$ cat config.mk
export PLATFORM = sky130hd
export DESIGN_NAME = mem_arbiter
export DESIGN_NICKNAME = d
export VERILOG_FILES = /design/src/rtl/mem_pkg.sv /design/src/rtl/rr_arb2.sv /design/src/rtl/mem_arbiter.sv
export SDC_FILE = /design/constraint.sdc
export NUM_CORES = 1
export LEC_CHECK = 0
export ABC_AREA = 0
export CAP_MARGIN = 0
export CORE_MARGIN = 5
export CORE_UTILIZATION = 39
export DETAILED_ROUTE_END_ITERATION = 7
export HOLD_SLACK_MARGIN = 0.15
export PLACE_DENSITY = 0.77
export SLEW_MARGIN = 0
export SYNTH_ARGS = -nofsm -noshare
export SYNTH_HDL_FRONTEND = slang
export SYNTH_SLANG_ARGS = --single-unit
$ cat constraint.sdc
create_clock -name clk -period 2.1 [get_ports clk]
set_input_delay 0.42 -clock clk [delete_from_list [all_inputs] [get_ports clk]]
set_output_delay 0.42 -clock clk [all_outputs]
set_load 0.01 [all_outputs]
$ cat src/rtl/mem_pkg.sv
`default_nettype none
// ============================================================================
//  Module      : mem_pkg
//  Description : Shared types and constants for the fetch/data memory arbiter.
//  Revision    : 1.0 - initial release
// ============================================================================
package mem_pkg;

  // Arbiter FSM states
  typedef enum logic [1:0] {
    IDLE    = 2'd0,
    GRANT_I = 2'd1,
    GRANT_D = 2'd2
  } state_e;

  // Default number of wait cycles before a transaction is abandoned
  localparam int unsigned TIMEOUT_DEFAULT = 15;

  // Width of the wait counter
  localparam int unsigned CNT_W = 8;

endpackage : mem_pkg
`default_nettype wire

$ cat src/rtl/rr_arb2.sv
`default_nettype none
// ============================================================================
//  Module      : rr_arb2
//  Description : Two-way round-robin tie-break between fetch and data sides.
//                The last-grant flag starts at fetch, so data wins the first
//                tie. Only grants issued while enabled update the flag.
//  Revision    : 1.0 - initial release
// ============================================================================
module rr_arb2
  import mem_pkg::*;
(
  input  logic clk,
  input  logic rst,
  input  logic en_i,
  input  logic req_f_i,
  input  logic req_d_i,
  output logic gnt_f_o,
  output logic gnt_d_o
);

  logic last_d_q;  // 1: data side won the most recent arbitration

  // Grant the single requester, or on a tie the side not granted last
  always_comb begin
    gnt_f_o = 1'b0;
    gnt_d_o = 1'b0;
    if (en_i) begin
      if (req_f_i && req_d_i) begin
        gnt_d_o = ~last_d_q;
        gnt_f_o = last_d_q;
      end else begin
        gnt_f_o = req_f_i;
        gnt_d_o = req_d_i;
      end
    end
  end

  // Remember which side won the last arbitration
  always_ff @(posedge clk or negedge rst) begin
    if (!rst) begin
      last_d_q <= 1'b0;
    end else if (gnt_d_o) begin
      last_d_q <= 1'b1;
    end else if (gnt_f_o) begin
      last_d_q <= 1'b0;
    end
  end

endmodule : rr_arb2
`default_nettype wire

$ cat src/rtl/mem_arbiter.sv
`default_nettype none
// ============================================================================
//  Module      : mem_arbiter
//  Description : Arbitrates a shared memory port between a fetch (read-only)
//                requester and a data (read/write) requester, with
//                back-to-back service, a wait timeout and pipeline stalls.
//  Revision    : 1.0 - initial release
// ============================================================================
module mem_arbiter
  import mem_pkg::*;
#(
  parameter int unsigned WIDTH   = 32,
  parameter int unsigned TIMEOUT = TIMEOUT_DEFAULT
) (
  input  logic             clk,
  input  logic             rst,
  input  logic             if_req,
  input  logic [WIDTH-1:0] if_addr,
  output logic [WIDTH-1:0] if_rdata,
  output logic             if_valid,
  input  logic             d_req,
  input  logic             d_we,
  input  logic [WIDTH-1:0] d_addr,
  input  logic [WIDTH-1:0] d_wdata,
  output logic [WIDTH-1:0] d_rdata,
  output logic             d_valid,
  output logic             mem_req,
  output logic             mem_we,
  output logic [WIDTH-1:0] mem_addr,
  output logic [WIDTH-1:0] mem_wdata,
  input  logic [WIDTH-1:0] mem_rdata,
  input  logic             mem_ack,
  output logic             stall_F,
  output logic             stall_M,
  output logic             err
);

  localparam logic [CNT_W-1:0] TIMEOUT_CNT = CNT_W'(TIMEOUT);

  state_e             state_q, state_d;
  logic               mem_req_q, mem_req_d;
  logic               mem_we_q, mem_we_d;
  logic [WIDTH-1:0]   mem_addr_q, mem_addr_d;
  logic [WIDTH-1:0]   mem_wdata_q, mem_wdata_d;
  logic               if_valid_q, if_valid_d;
  logic               d_valid_q, d_valid_d;
  logic [WIDTH-1:0]   if_rdata_q, if_rdata_d;
  logic [WIDTH-1:0]   d_rdata_q, d_rdata_d;
  logic               err_q, err_d;
  logic [CNT_W-1:0]   cnt_q, cnt_d;

  logic               if_pend, d_pend;
  logic               arb_en, gnt_f, gnt_d;
  logic               load_i, load_d;
  logic [CNT_W-1:0]   cnt_inc;

  // A requester still holding req while its valid pulse is out has already
  // been served; masking it prevents a spurious re-grant.
  assign if_pend = if_req & ~if_valid_q;
  assign d_pend  = d_req & ~d_valid_q;
  assign arb_en  = (state_q == IDLE);
  assign cnt_inc = cnt_q + 1'b1;

  rr_arb2 u_rr_arb2 (
    .clk     (clk),
    .rst     (rst),
    .en_i    (arb_en),
    .req_f_i (if_pend),
    .req_d_i (d_pend),
    .gnt_f_o (gnt_f),
    .gnt_d_o (gnt_d)
  );

  // Next-state, memory command and completion logic
  always_comb begin
    state_d     = state_q;
    mem_req_d   = mem_req_q;
    mem_we_d    = mem_we_q;
    mem_addr_d  = mem_addr_q;
    mem_wdata_d = mem_wdata_q;
    if_valid_d  = 1'b0;
    d_valid_d   = 1'b0;
    if_rdata_d  = if_rdata_q;
    d_rdata_d   = d_rdata_q;
    err_d       = err_q;
    cnt_d       = cnt_q;
    load_i      = 1'b0;
    load_d      = 1'b0;

    case (state_q)
      IDLE: begin
        // Stray acks are ignored here; only the arbiter result matters
        load_d = gnt_d;
        load_i = gnt_f;
      end
      GRANT_I, GRANT_D: begin
        if (mem_ack) begin
          if (state_q == GRANT_I) begin
            if_valid_d = 1'b1;
            if_rdata_d = mem_rdata;
            load_d     = d_pend;
          end else begin
            d_valid_d = 1'b1;
            if (!mem_we_q) begin
              d_rdata_d = mem_rdata;
            end
            load_i = if_pend;
          end
          if (!(load_i || load_d)) begin
            state_d   = IDLE;
            mem_req_d = 1'b0;
            mem_we_d  = 1'b0;
          end
        end else begin
          cnt_d = cnt_inc;
          if (cnt_inc == TIMEOUT_CNT) begin
            // Abandon the transaction and complete it with zero data
            err_d     = 1'b1;
            state_d   = IDLE;
            mem_req_d = 1'b0;
            mem_we_d  = 1'b0;
            if (state_q == GRANT_I) begin
              if_valid_d = 1'b1;
              if_rdata_d = '0;
            end else begin
              d_valid_d = 1'b1;
              d_rdata_d = '0;
            end
          end
        end
      end
      default: begin
        state_d   = IDLE;
        mem_req_d = 1'b0;
        mem_we_d  = 1'b0;
      end
    endcase

    // Register the granted command; fetch is always a read
    if (load_d) begin
      state_d     = GRANT_D;
      mem_req_d   = 1'b1;
      mem_we_d    = d_we;
      mem_addr_d  = d_addr;
      mem_wdata_d = d_wdata;
      cnt_d       = '0;
    end else if (load_i) begin
      state_d     = GRANT_I;
      mem_req_d   = 1'b1;
      mem_we_d    = 1'b0;
      mem_addr_d  = if_addr;
      mem_wdata_d = '0;
      cnt_d       = '0;
    end
  end

  // State and output registers, cleared asynchronously
  always_ff @(posedge clk or negedge rst) begin
    if (!rst) begin
      state_q     <= IDLE;
      mem_req_q   <= 1'b0;
      mem_we_q    <= 1'b0;
      mem_addr_q  <= '0;
      mem_wdata_q <= '0;
      if_valid_q  <= 1'b0;
      d_valid_q   <= 1'b0;
      if_rdata_q  <= '0;
      d_rdata_q   <= '0;
      err_q       <= 1'b0;
      cnt_q       <= '0;
    end else begin
      state_q     <= state_d;
      mem_req_q   <= mem_req_d;
      mem_we_q    <= mem_we_d;
      mem_addr_q  <= mem_addr_d;
      mem_wdata_q <= mem_wdata_d;
      if_valid_q  <= if_valid_d;
      d_valid_q   <= d_valid_d;
      if_rdata_q  <= if_rdata_d;
      d_rdata_q   <= d_rdata_d;
      err_q       <= err_d;
      cnt_q       <= cnt_d;
    end
  end

  assign mem_req   = mem_req_q;
  assign mem_we    = mem_we_q;
  assign mem_addr  = mem_addr_q;
  assign mem_wdata = mem_wdata_q;
  assign if_valid  = if_valid_q;
  assign d_valid   = d_valid_q;
  assign if_rdata  = if_rdata_q;
  assign d_rdata   = d_rdata_q;
  assign err       = err_q;
  assign stall_F   = if_req & ~if_valid_q;
  assign stall_M   = d_req & ~d_valid_q;

endmodule : mem_arbiter
`default_nettype wire

* Word-level counts from Yosys, hierarchy flattened
Cells that the tools add are included.
** Word-level totals
- Bits in read-only memories :: 0
- Register bits :: 144
- Memories :: 0
- Word-level logic and storage cells :: 96
- Bits in latches :: 0
- RAM bits :: 0
- Input bits :: 134
- Output and inout port bits :: 135
** Operators by class
- Mux-type cells :: 55
- Equality and inequality tests :: 8
- Multipliers :: 0
- Bitwise gates (word level) :: 7
- Reductions and logical operators :: 13
- Shifts and indexed selects :: 0
- Order comparisons :: 0
- $add $sub $neg :: 1
- Div/mod/pow operators :: 0
** Operators with widths (count)
- 32-bit two-way mux :: 13
- 8-bit two-way mux :: 4
- 1-bit two-way mux :: 29
- 2-bit two-way mux :: 5
- 5-bit != test (second input constant) :: 2
- 3-bit AND reduction :: 3
- 8-bit by 1-bit adder with 8-bit output (second input constant) :: 1
- 8-bit by 4-bit == test with 1-bit output (second input constant) :: 1
- 3-bit by 1-bit != test with 1-bit output (second input constant) :: 2
- 1-bit one-hot mux with 2 select lines :: 3
- 2-bit nonzero test :: 3
- 1-bit inverter :: 5
- 2-bit one-hot mux with 2 select lines :: 1
- 4-bit AND reduction :: 1
- 3-bit nonzero test :: 1
- 1-bit bitwise AND :: 2
- 2-bit by 1-bit == test with 1-bit output (second input constant) :: 1
- 2-bit == test (second input constant) :: 1
- 2-bit logical NOT :: 1
- 2-bit != test (second input constant) :: 1
- 2-bit AND reduction :: 1
- 2-bit OR reduction :: 1
- 1-bit logical AND :: 1
- 1-bit logical OR :: 1

* Depth between registers and ports, before layout
- Word-level depth :: 11
- Mapped depth :: 10

* Modules after synthesis
A second synthesis with hierarchy kept.
** Second synthesis, totals
- Cells, all modules :: 524
- Area total of the unflattened synthesis :: 6082.1 µm²
** Modules (own cells, without submodules)
- mem_arbiter :: instances 1, cells an instance 516, area each 6020.8 µm², seq. area each 3578.4 µm²
- rr_arb2 :: instances 1, cells an instance 8, area each 61.3 µm², seq. area each 25.0 µm²

* Least setup slack after synthesis
No wires, ideal clock.
- Path kind :: register to register
- Start point :: register state_q[0]
- End point :: register mem_addr_q[24] (netlist: mem_addr[24])
- Path slack :: -0.122 ns
- Setup time :: 0.125 ns
- Clock period less this slack :: 2.222 ns
- Buffers on the path :: 3
- Arrival time :: 2.098 ns
- Data required time :: 1.975 ns
- Cell stages (with the launch flop) :: 11
- Cells stage by stage :: dfrtp_1 inv_1 ha_1 and3_1 buf_2 a32oi_1 a21oi_1 o21ai_1 buf_6 buf_4 mux2_2
** Between the ends
- Cells in the longest elaborated chain, start to end :: 7
- Elaborated cells on any way between the ends :: 18
** Ends and longest elaborated chain
- start: declaration :: line mem_arbiter.sv:40 : state_e state_q, state_d;
- start signal: assignment :: line mem_arbiter.sv:172 : state_q <= state_d;
- 2-bit by 1-bit == test with 1-bit output :: line mem_arbiter.sv:90, mem_arbiter.sv:98
- 1-bit two-way mux :: line mem_arbiter.sv:98 : if (state_q == GRANT_I) begin
- 1-bit two-way mux :: line mem_arbiter.sv:97 : if (mem_ack) begin
- 1-bit two-way mux :: line mem_arbiter.sv:90 : case (state_q)
- 1-bit two-way mux :: line mem_arbiter.sv:97
- 1-bit one-hot mux with 2 select lines :: line mem_arbiter.sv:90
- 32-bit two-way mux or 2-bit nonzero test (tied branches)
- end signal: assignment :: line mem_arbiter.sv:175 : mem_addr_q <= mem_addr_d;
- end: declaration :: line mem_arbiter.sv:43 : logic [WIDTH-1:0] mem_addr_q, mem_addr_d;
Parallel ways exist; a longest one is shown, timed or not. The select of a mux whose other input is x is not followed.
A chain may end at the register's enable or synchronous reset.

* Worst setup path after layout
- Start point :: register state_q[0]
- End point :: register mem_addr_q[13] (netlist: mem_addr[13])
Same word-level chain as after synthesis.

==> flow_summary_export.csv <==
group,metric,value,unit
setup_path,cp-start-kind,"flop",
die,die_h,137.6,um
die,die_w,137.6,um
grt,antenna_found_initial,0,
yosys,netlist_area,6350,um2
finish,finalNonFillerCells,1048,
detailed_routing,antenna_left,0,
place,gp_congestion,0.9027,
setup_path,cp-end-kind,"flop",
sta,fin_crit_sh,103.7,%
setup_path,arrival,2.47,ns
yosys,synthFlopType,"dfrtp_1",
finish,syn2layout_area_growth,66.25,%
min_path,hold_path_depth,2,
sta,relSlewSlack,68.73,%
place,dp.cells,1002,
place,dpl.hpwl,14.24,mm
power_and_ir_drop,leakage,0.004676,uW
yosys,async_flop_share,100.0,%
sta,fin_worst_skew,0.008563,ns
yosys,synth_seq_cells,144,
sta,tightestPinTransition,0.4691,ns
job,max_cap_violations,0,
run_status,violations,"negative setup slack",
detailed_routing,drc_errors,0,
power_and_ir_drop,ir_drop,0.0009938,V
die,initial_utilization,39.83,%
yosys,synth_area_per_cell,12.05,um2
grt,grt_pass1_vias,5760,
yosys,synth_edf_count,0,
finish,nets,959,
die,rows,46,
detailed_routing,drt_pass1_iterations,5,
min_path,hold_end,"err",
sta,timing.fmax,459.1,MHz
setup_path,cp_max_fo,6,
detailed_routing,vias,5463,
clock_tree,cts_tree,"done",
finish,fillers,1182,
setup_path,r2r_slack,-0.08,ns
sta,min_period,2.178,ns
finish,drive_gt1_share,21.75,%
clock_tree,clk_latency,0.41,ns
clock_tree,clk_path_buf_depth,2,
detailed_routing,drt-vias-per-instance,5.213,
yosys,yosys_warnings,0,
run_status,status,"complete, but fails checks",
setup_path,r2r_end,"mem_addr[13]",
clock_tree,clock-sinks,144,
sta,timing.final.ws_setup,-0.07823,ns
detailed_routing,met1_length,7.792,mm
yosys,yosysUniqueCellTypes,39,
detailed_routing,wl_per_cell,19.46,um
min_path,holdCritStartpoint,"err",
sta,rsz0062_at_grt,"true",
grt,grt_pass1_wl,30.42,mm
sta,setup_viol,32,
detailed_routing,route.top_layer_used,"met4",
yosys,yosysSeqAreaShare,56.75,%
sta,hold_viol,0,
yosys,syn_inst,527,
setup_path,worstPathRequired,2.39,ns
setup_path,crit_type,"reg2reg",
detailed_routing,initialDrtViolationCount,334,
die,ios,269,
place,placed_cell_area,9482,um2
power_and_ir_drop,power_density,1672,nW/um2
clock_tree,cts_buffers,17,
place,portBuffers,268,
grt,grt_usage,20.59,%
sta,slew_violations,0,
die,core,15940,um2
yosys,syn_nets,666,
clock_tree,clk_pin_slew,0.06,ns
detailed_routing,drt_wl_total,20.39,mm
finish,n_antenna_cell,0,
setup_path,r2r_start,"state_q[0]",
min_path,hold_path_class,"reg2reg",
detailed_routing,wl_met3,2.174,mm
finish,postLayoutCellArea,10560,um2
clock_tree,h-tree-depth,4,
die,die-area,18930,um2
grt,grt-ovfl-total,0,
grt,grt_max_degree,47,
clock_tree,cts_root_buf,"clkbuf_16",
setup_path,reg2reg_depth,9,
detailed_routing,wl_met2,10.12,mm
cell usage in the layout, fill, tap and decap left out, types with 2 or more instances in the layout:
cell	netlist	routed
ha_2	0	2
mux2_4	10	43
nor2b_1	4	2
buf_8	0	2
a22o_1	32	32
buf_4	2	27
clkdlybuf4s50_1	0	265
dlygate4sd2_1	0	2
nand4_1	3	3
buf_12	0	12
clkinvlp_4	0	3
clkbuf_16	0	21
nand2_1	13	13
inv_2	0	2
o21ai_2	0	17
o2bb2ai_1	34	34
ha_1	5	2
nor3_1	2	2
nor2b_2	0	2
clkinv_2	0	4
inv_6	0	3
dfrtp_1	144	144
nand3_1	36	35
o21ai_1	1	8
mux2_2	37	18
buf_6	6	2
a21o_4	0	2
mux2_1	17	3
a22oi_1	32	27
nor2_1	10	10
inv_1	41	39
o21ai_0	34	9
a22oi_2	0	5
clkinv_4	0	2
xor2_1	7	7
routing by layer:
metal  up-vias  GRT usage [%]
met1      2697          24.00
met5         -              0
met2       251          35.06
met4         0          6.153
li1       2492              -
met3        23          8.035
worst max-delay path by stage:
stage / start / to / slack, ns
after floorplan: state_q[0] / mem_addr[17] / 0.008
after global placement: if_req / mem_addr[15] / -0.36
after detailed placement: if_req / mem_addr[5] / -0.40
after CTS: state_q[0] / mem_addr[11] / -0.14
after global routing: state_q[0] / mem_addr[13] / -0.15
final: state_q[0] / mem_addr[13] / -0.08
synth_stat cells, types with 2 or more instances:
library cell | count | area, um2
buf_6 | 6 | 67.56
inv_1 | 41 | 153.9
buf_2 | 9 | 45.04
nand4_1 | 3 | 18.77
o21ai_0 | 34 | 170.2
buf_4 | 2 | 15.01
xor2_1 | 7 | 61.31
nor2_1 | 10 | 37.54
mux2_2 | 37 | 416.7
mux2_4 | 10 | 150.1
a21o_1 | 3 | 22.52
a22oi_1 | 32 | 240.2
a21oi_1 | 2 | 10.01
clkbuf_1 | 26 | 97.59
a22o_1 | 32 | 280.3
ha_1 | 5 | 62.56
nor3_1 | 2 | 10.01
mux2_1 | 17 | 191.4
nand2_1 | 13 | 48.80
dfrtp_1 | 144 | 3603
nor2b_1 | 4 | 25.02
nand3_1 | 36 | 180.2
o21a_1 | 2 | 15.01
o31ai_1 | 2 | 15.01
o2bb2ai_1 | 34 | 297.8
critical path: stages, from the launching register on:
cell and delay [ns]:
dfrtp_1 0.39, inv_2 0.06, ha_4 0.28, and2b_2 0.17
nand3_2 0.07, a21o_4 0.26, o21ai_4 0.18, buf_8 0.17
clkbuf_16 0.16, mux2_4 0.30
cells by family (layout without fill, tap and decap cells):
group,count (synthesis),count (layout),share of synthesized area [%]
muxes,64,64,11.94
AOI/OAI and AO/OA,148,148,17.42
adders and majority gates,5,5,0.9852
xor gates and xnor gates,8,8,1.103
and+or+nand+nor,74,74,5.833
buffers and inverters,84,389,5.970
DFF,144,144,56.75
flip-flops by register name, indices dropped and copies added (netlist names), 2 cells and up:
register   flops
cnt_q          8
d_rdata       32
if_rdata      32
mem_addr      32
mem_wdata     32
state_q        2
layout make-up:
class	instances	area [um2]	area share [%]
clock buffer	19	442.9	4.196
clock inverter	12	86.33	0.8178
inverter	41	153.9	1.458
multi-input combinational	299	2664	25.23
sequential	144	3603	34.14
tap	216	270.3	2.560
timing repair buffer	317	3336	31.60
power by group:
| part | total, uW | switching (uW) | internal (uW) |
|---|---|---|---|
| sequential | 4900 | 851 | 4050 |
| combinational | 10100 | 4070 | 5980 |
| clock | 2700 | 1160 | 1540 |
| total | 17700 | 6090 | 11600 |
through the flow:
step | setup WS (ns) | hold slack (ns) | util [%] | TNS, ns | power (uW)
after floorplan | 0.007659 | 0.1244 | - | 0 | 9063
after global placement | -0.3636 | 0.3858 | 59.47 | -19.78 | 12910
after detailed placement | -0.4050 | 0.3876 | 59.47 | -21.60 | 13180
after CTS | -0.1419 | 0.4951 | 64.56 | -2.958 | 16930
after global routing | -0.1477 | 0.5171 | 66.21 | -6.372 | 18690
final | -0.07823 | 0.4855 | 66.21 | -1.430 | 17650
repair_timing:
item,in CTS,in global routing
hold buffers,1,0
cloned,4,5
pin swaps,0,7
endpoints found under the hold margin,43,0
endpoints found under the setup margin,68,98
buffers inserted,7,1
resized for setup,28,75
(Power assumes the default switching activity.)
